[config.mk]
export PLATFORM = sky130hd
export DESIGN_NAME = cpa_seq_adder_flat
export DESIGN_NICKNAME = d
export VERILOG_FILES = /design/src/rtl/cpa_seq_adder_pkg.sv /design/src/rtl/cpa_seq_adder_if.sv /design/src/rtl/cpa_seq_adder_slice.sv /design/src/rtl/cpa_seq_adder.sv /design/src/flat_wrapper.sv
export SDC_FILE = /design/constraint.sdc
export NUM_CORES = 1
export LEC_CHECK = 0
export ABC_CLOCK_PERIOD_IN_PS = 14700
export CAP_MARGIN = 40
export CORE_MARGIN = 1.5
export CORE_UTILIZATION = 30
export CTS_BUF_LIST = sky130_fd_sc_hd__clkbuf_8
export CTS_CLUSTER_DIAMETER = 60
export DETAILED_ROUTE_END_ITERATION = 10
export MAX_ROUTING_LAYER = met4
export PLACE_DENSITY = 0.5
export SYNTH_ARGS = -nofsm -noshare
export SYNTH_HDL_FRONTEND = slang
export SYNTH_SLANG_ARGS = --single-unit
[constraint.sdc]
create_clock -name clk -period 14.7 [get_ports clk]
set_input_delay 4.41 -clock clk [delete_from_list [all_inputs] [get_ports clk]]
set_output_delay 4.41 -clock clk [all_outputs]
set_load 0.1 [all_outputs]
[src/rtl/cpa_seq_adder_pkg.sv]
// Shared types and constants for the chunked sequential carry-propagate adder.
// Holds the FSM state enum, the default slice width and the counter-width helper.
package cpa_seq_pkg;

   typedef enum logic [1:0] {
      IDLE = 2'd0,
      RUN  = 2'd1,
      DONE = 2'd2
   } state_t;

   localparam int CPA_CHUNK = 8;

   // A one-chunk counter still needs one bit of storage.
   function automatic int clog2(input int n);
      return (n <= 1) ? 1 : $clog2(n);
   endfunction

endpackage

[src/rtl/cpa_seq_adder_if.sv]
// Operand request / result handshake bundle for cpa_seq_adder.
// The master is the requester; the slave is the adder.
interface cpa_seq_adder_if #(
   parameter int WIDTH = 32
);
   logic             in_valid;
   logic             in_ready;
   logic [WIDTH-1:0] a;
   logic [WIDTH-1:0] b;
   logic             sub;
   logic             out_valid;
   logic             out_ready;
   logic [WIDTH-1:0] sum;
   logic             cout;
   logic             ovf;
   logic             busy;

   modport master (
      output in_valid, a, b, sub, out_ready,
      input  in_ready, out_valid, sum, cout, ovf, busy
   );

   modport slave (
      input  in_valid, a, b, sub, out_ready,
      output in_ready, out_valid, sum, cout, ovf, busy
   );
endinterface

[src/rtl/cpa_seq_adder_slice.sv]
// Combinational CHUNK-bit generate/propagate ripple adder; the carry-in is
// folded into the bit-0 generate term so the ripple chain has no special case.
import cpa_seq_pkg::*;

module cpa_slice #(
   parameter int CHUNK = CPA_CHUNK
) (
   input  logic [CHUNK-1:0] a,
   input  logic [CHUNK-1:0] b,
   input  logic             cin,
   output logic [CHUNK-1:0] sum,
   output logic             cout
);

   logic [CHUNK-1:0] w_g;
   logic [CHUNK-1:0] w_p;
   logic [CHUNK:0]   w_c;

   always_comb begin
      w_g    = a & b;
      w_p    = a ^ b;
      w_g[0] = w_g[0] | (w_p[0] & cin);
      w_c    = '0;
      w_c[0] = cin;
      for (int i = 0; i < CHUNK; i++) begin
         w_c[i+1] = w_g[i] | (w_p[i] & w_c[i]);
      end
      sum  = w_p ^ w_c[CHUNK-1:0];
      cout = w_c[CHUNK];
   end

endmodule

[src/rtl/cpa_seq_adder.sv]
// Wide add/subtract built from one narrow CPA slice, processed LSB chunk first,
// one chunk per cycle; result is held in DONE until the consumer takes it.
import cpa_seq_pkg::*;

module cpa_seq_adder #(
   parameter int WIDTH  = 32,
   parameter int CHUNK  = CPA_CHUNK,
   parameter int NCHUNK = WIDTH / CHUNK
) (
   input  logic               clk,
   input  logic               rst,
   cpa_seq_adder_if.slave     bus
);

   localparam int KW = clog2(NCHUNK);

   generate
      if (NCHUNK < 2 || (WIDTH % CHUNK) != 0) begin : g_bad_cfg
         $error("cpa_seq_adder: WIDTH must be a multiple of CHUNK with at least two chunks");
      end
   endgenerate

   state_t                         r_state;
   logic [KW-1:0]                  r_k;
   logic                           r_carry;
   logic [NCHUNK-1:0][CHUNK-1:0]   r_a;
   logic [NCHUNK-1:0][CHUNK-1:0]   r_b;
   logic [NCHUNK-1:0][CHUNK-1:0]   r_sum;
   logic                           r_cout;
   logic                           r_ovf;
   logic                           r_in_ready;
   logic                           r_out_valid;
   logic                           r_busy;

   logic [CHUNK-1:0]               w_slice_sum;
   logic                           w_slice_cout;
   logic                           w_last;
   logic                           w_a_msb;
   logic                           w_b_msb;

   cpa_slice #(.CHUNK(CHUNK)) u_slice (
      .a    (r_a[r_k]),
      .b    (r_b[r_k]),
      .cin  (r_carry),
      .sum  (w_slice_sum),
      .cout (w_slice_cout)
   );

   assign w_last  = (r_k == KW'(NCHUNK - 1));
   assign w_a_msb = r_a[NCHUNK-1][CHUNK-1];
   assign w_b_msb = r_b[NCHUNK-1][CHUNK-1];

   always_ff @(posedge clk) begin
      if (rst) begin
         r_state     <= IDLE;
         r_k         <= '0;
         r_carry     <= 1'b0;
         r_a         <= '0;
         r_b         <= '0;
         r_sum       <= '0;
         r_cout      <= 1'b0;
         r_ovf       <= 1'b0;
         r_in_ready  <= 1'b1;
         r_out_valid <= 1'b0;
         r_busy      <= 1'b0;
      end else begin
         case (r_state)
            IDLE: begin
               if (bus.in_valid && r_in_ready) begin
                  r_a        <= bus.a;
                  r_b        <= bus.sub ? ~bus.b : bus.b;
                  r_carry    <= bus.sub;
                  r_k        <= '0;
                  r_state    <= RUN;
                  r_in_ready <= 1'b0;
                  r_busy     <= 1'b1;
               end
            end
            RUN: begin
               r_sum[r_k] <= w_slice_sum;
               r_carry    <= w_slice_cout;
               r_k        <= r_k + KW'(1);
               if (w_last) begin
                  // The MSB of the chunk being written is the result sign.
                  r_cout      <= w_slice_cout;
                  r_ovf       <= (w_a_msb == w_b_msb) && (w_slice_sum[CHUNK-1] != w_a_msb);
                  r_state     <= DONE;
                  r_out_valid <= 1'b1;
               end
            end
            DONE: begin
               if (bus.out_ready) begin
                  r_state     <= IDLE;
                  r_out_valid <= 1'b0;
                  r_in_ready  <= 1'b1;
                  r_busy      <= 1'b0;
               end
            end
            default: begin
               r_state     <= IDLE;
               r_in_ready  <= 1'b1;
               r_out_valid <= 1'b0;
               r_busy      <= 1'b0;
            end
         endcase
      end
   end

   assign bus.in_ready  = r_in_ready;
   assign bus.out_valid = r_out_valid;
   assign bus.busy      = r_busy;
   assign bus.sum       = r_sum;
   assign bus.cout      = r_cout;
   assign bus.ovf       = r_ovf;

endmodule

[src/flat_wrapper.sv]
// flat-port wrapper written by rule: the top's interface ports become plain ports
module cpa_seq_adder_flat 
#(
   parameter int WIDTH  = 32,
   parameter int CHUNK  = CPA_CHUNK,
   parameter int NCHUNK = WIDTH / CHUNK
)
  (clk, rst, bus_in_valid, bus_a, bus_b, bus_sub, bus_out_ready, bus_in_ready, bus_out_valid, bus_sum, bus_cout, bus_ovf, bus_busy);
  cpa_seq_adder_if #(.WIDTH(WIDTH)) bus_i ();
  input  logic clk;
  input  logic rst;
  input wire logic [$bits(bus_i.in_valid)-1:0] bus_in_valid;
  input wire logic [$bits(bus_i.a)-1:0] bus_a;
  input wire logic [$bits(bus_i.b)-1:0] bus_b;
  input wire logic [$bits(bus_i.sub)-1:0] bus_sub;
  input wire logic [$bits(bus_i.out_ready)-1:0] bus_out_ready;
  output wire logic [$bits(bus_i.in_ready)-1:0] bus_in_ready;
  output wire logic [$bits(bus_i.out_valid)-1:0] bus_out_valid;
  output wire logic [$bits(bus_i.sum)-1:0] bus_sum;
  output wire logic [$bits(bus_i.cout)-1:0] bus_cout;
  output wire logic [$bits(bus_i.ovf)-1:0] bus_ovf;
  output wire logic [$bits(bus_i.busy)-1:0] bus_busy;
  assign bus_i.in_valid = bus_in_valid;
  assign bus_i.a = bus_a;
  assign bus_i.b = bus_b;
  assign bus_i.sub = bus_sub;
  assign bus_i.out_ready = bus_out_ready;
  assign bus_in_ready = bus_i.in_ready;
  assign bus_out_valid = bus_i.out_valid;
  assign bus_sum = bus_i.sum;
  assign bus_cout = bus_i.cout;
  assign bus_ovf = bus_i.ovf;
  assign bus_busy = bus_i.busy;
  cpa_seq_adder #(.WIDTH(WIDTH), .CHUNK(CHUNK), .NCHUNK(NCHUNK)) u_core (.clk(clk), .rst(rst), .bus(bus_i));
endmodule
==> impl_metrics.yaml <==
synth:
  synth_most_common_cell: "dfxtp_1"
  yosysWarnings: 0
  synthCells: 505
  async_reset_ff_share_pct: 0
  synthTopCellsByCount: "106 x dfxtp_1, 101 x nand2_1, 69 x a21oi_1, 40 x nor2_1, 32 x xnor2_1"
  ys_seq_area_share_pct: 44.6
  ys_ff_latch: 106
  synth_edf_count: 0
  avgSynthCellArea_um2: 9.42
  syn_nets: 586
  yosysTopAreaCellShare_pct: 44.6
  synth_flop_cell: "dfxtp_1"
  netlist_top_cells_area: "dfxtp_1 45%, nand2_1 8.0%, mux4_2 7.6%, a21oi_1 7.3%, xnor2_1 5.9%"
  synth_area_um2: 4760
  synth.distinct_cells: 30
  yosys.area.top_type: "dfxtp_1"
sta:
  setup_viol: 0
  period_share_pct: 40.3
  drv_slew: 0
  finalSetupTns_ns: 0
  finalHoldViolations: 0
  rsz0062_at_grt: "no"
  max_freq_mhz: 169
  relSlewSlack_pct: 54.1
  period_minus_slack_ns: 5.92
  fin_skew_ns: 0.00867
  worstMarginPinSlew_ns: 0.688
clock_network:
  clk_pin_slew_ns: 0.10
  cts_num_sinks: 106
  clk_latency_ns: 0.38
  cts.path.max_buffers: 2
  post_cts_buffers: 0
  htree_levels: 3
  cts_buffers: 9
  cts-root-buf: "clkbuf_8"
  cts_hold_buf: 0
  cts.repair.resized: 0
  cts_tree: "yes"
worst_setup_path:
  critPathKind: "register to output port"
  critPathCaptureType: "output port"
  path_max_fanout: 4
  critPathCapture: "bus_in_ready"
  critical_path.startpoint_type: "register"
  crit_arrival_ns: 1.51
  timing.critical_path.from: "u_core.bus.in_ready"
  timing.rr.start: "u_core.r_k[0]"
  crit_required_ns: 10.29
  ff2ff_path_depth: 13
  worst-r2r-setup-slack_ns: 9.10
  r2r-end: "u_core.bus.ovf"
drt:
  routed.top_layer: "met4"
  dr_total_vias: 3852
  vias_per_cell: 4.60
  wl_met3_um: 472
  wl_met2_um: 5860
  drc: 0
  wire_per_inst_um: 14.3
  drt_iter0_drc: 268
  drt_wl_total_um: 12000
  routedLengthMet1_um: 5490
  ant_nets: 0
  firstDrtPassIters: 4
floorplanning:
  num_rows: 45
  coreArea_um2: 15400
  num_io_pins: 106
  start_util_pct: 31.0
  die-area_um2: 16600
  die_y_um: 129
  fp.dieW_um: 129
placement:
  post-dp-hpwl_um: 8990
  port_buffers: 105
  place.gp.congestion: 0.731
finish:
  n_fill_cell: 1450
  drive_above_1_share_pct: 15.9
  syn_to_final_growth_pct: 40.4
  multi_input_area_um2: 2370
  ff_latch_area_um2: 2120
  antennaDiodeCount: 0
  final_util_pct: 43.5
  fin_nets: 703
min_path:
  min_path_cells: 2
  hp-class: "register to register"
run_status:
  outcome: "complete, no violations"
power_and_ir_drop:
  peakVddDrop_v: 0.0000487
  cellLeakagePower_uw: 0.00230
  power_density_nw_per_um2: 97.0
global_routing:
  antenna_found_initial: 0
  grt-ovfl-total: 0
  track_usage_pct: 15.6
  grt_max_degree: 72
  grt_pass1_wl_um: 19400
  grt_pass1_vias: 3809
flow_run:
  cap_violations: 0
==> critical path, stage by stage (launching register included) <==
cell and delay [ns]:
dfxtp_1 0.40, clkdlybuf4s50_1 0.54, buf_8 0.20
==> cell usage in the layout, fill, tap and decap left out, drive strengths merged <==
cell type | netlist | final
ha | 4 | 4
nor2b | 2 | 2
clkinv | 0 | 4
nand3 | 25 | 25
o21ai | 1 | 1
nand3b | 4 | 4
xnor2 | 32 | 32
clkdlybuf4s50 | 0 | 103
or3 | 1 | 1
a211oi | 34 | 34
buf | 31 | 48
inv | 5 | 6
nand4bb | 1 | 1
o21a | 1 | 1
nand2b | 1 | 1
clkbuf | 14 | 10
bufinv | 0 | 1
dfxtp | 106 | 106
fa | 8 | 8
nor2 | 40 | 40
and3b | 1 | 1
and4bb | 1 | 1
a311oi | 4 | 4
o21bai | 1 | 1
a21oi | 69 | 69
mux4 | 16 | 16
nand2 | 101 | 101
a2bb2oi | 1 | 1
nor3b | 1 | 1
==> layer usage <==
metal | vias to the layer above | track usage, %
li1 | 1962 | -
met1 | 1785 | 19.6
met2 | 88 | 25.6
met3 | 17 | 2.49
met4 | 0 | 5.42
met5 | - | -
==> where the power goes <==
part | internal (uW) | switching [uW]
Sequential | 305 | 11.7
Combinational | 67.0 | 85.0
Clock | 82.3 | 97.0
==> flip-flops by register name, summed over array words and instances, names as in the netlist, 2 cells and up <==
signal and count:
u_core.r_b 32, u_core.r_state 2, u_core.bus.sum 32, u_core.r_a 32
u_core.r_k 2
==> worst min-delay path by stage <==
stage,startpoint,endpoint,slack [ns]
6_report,u_core.bus.sum[2],u_core.bus.sum[2],0.46
5_1_grt,u_core.r_a[12],u_core.r_a[12],0.47
4_1_cts,u_core.r_a[12],u_core.r_a[12],0.46
3_5_place_dp,u_core.r_a[12],u_core.r_a[12],0.45
3_3_place_gp,u_core.r_a[6],u_core.r_a[6],0.44
2_1_floorplan,u_core.r_a[10],u_core.r_a[10],0.43
==> cells by family (layout without fill, tap and decap cells) <==
group | after synthesis | after routing | synth area share, %
flops | 106 | 106 | 44.6
compound gates | 111 | 111 | 16.1
buf+inv | 50 | 172 | 5.70
xor+xnor | 32 | 32 | 5.89
fa+ha+maj | 12 | 12 | 4.42
simple gates | 178 | 178 | 15.7
mux | 16 | 16 | 7.57
==> final cells by class <==
| type | instances | area share (%) |
|---|---|---|
| multi-input cells | 349 | 35.5 |
| flip-flops and latches | 106 | 31.8 |
| repair buffers | 151 | 25.6 |
| well taps | 211 | 3.95 |
| clock buffers | 10 | 2.06 |
| clock inverters | 6 | 0.861 |
| inverters | 5 | 0.281 |
==> metrics by stage <==
step           hold slack, ns  cell area, um2  total power, uW  setup WS (ns)  std cells
6_report                0.457            6680              648           8.78        838
3_3_place_gp            0.444            5860              463           8.35        782
4_1_cts                 0.459            6680              657           8.76        838
3_5_place_dp            0.446            6490              477           8.51        822
2_1_floorplan           0.433            4760              419           9.34        505
5_1_grt                 0.471            6680              679           8.70        838
Note: power is estimated with default switching activity, not from simulation.
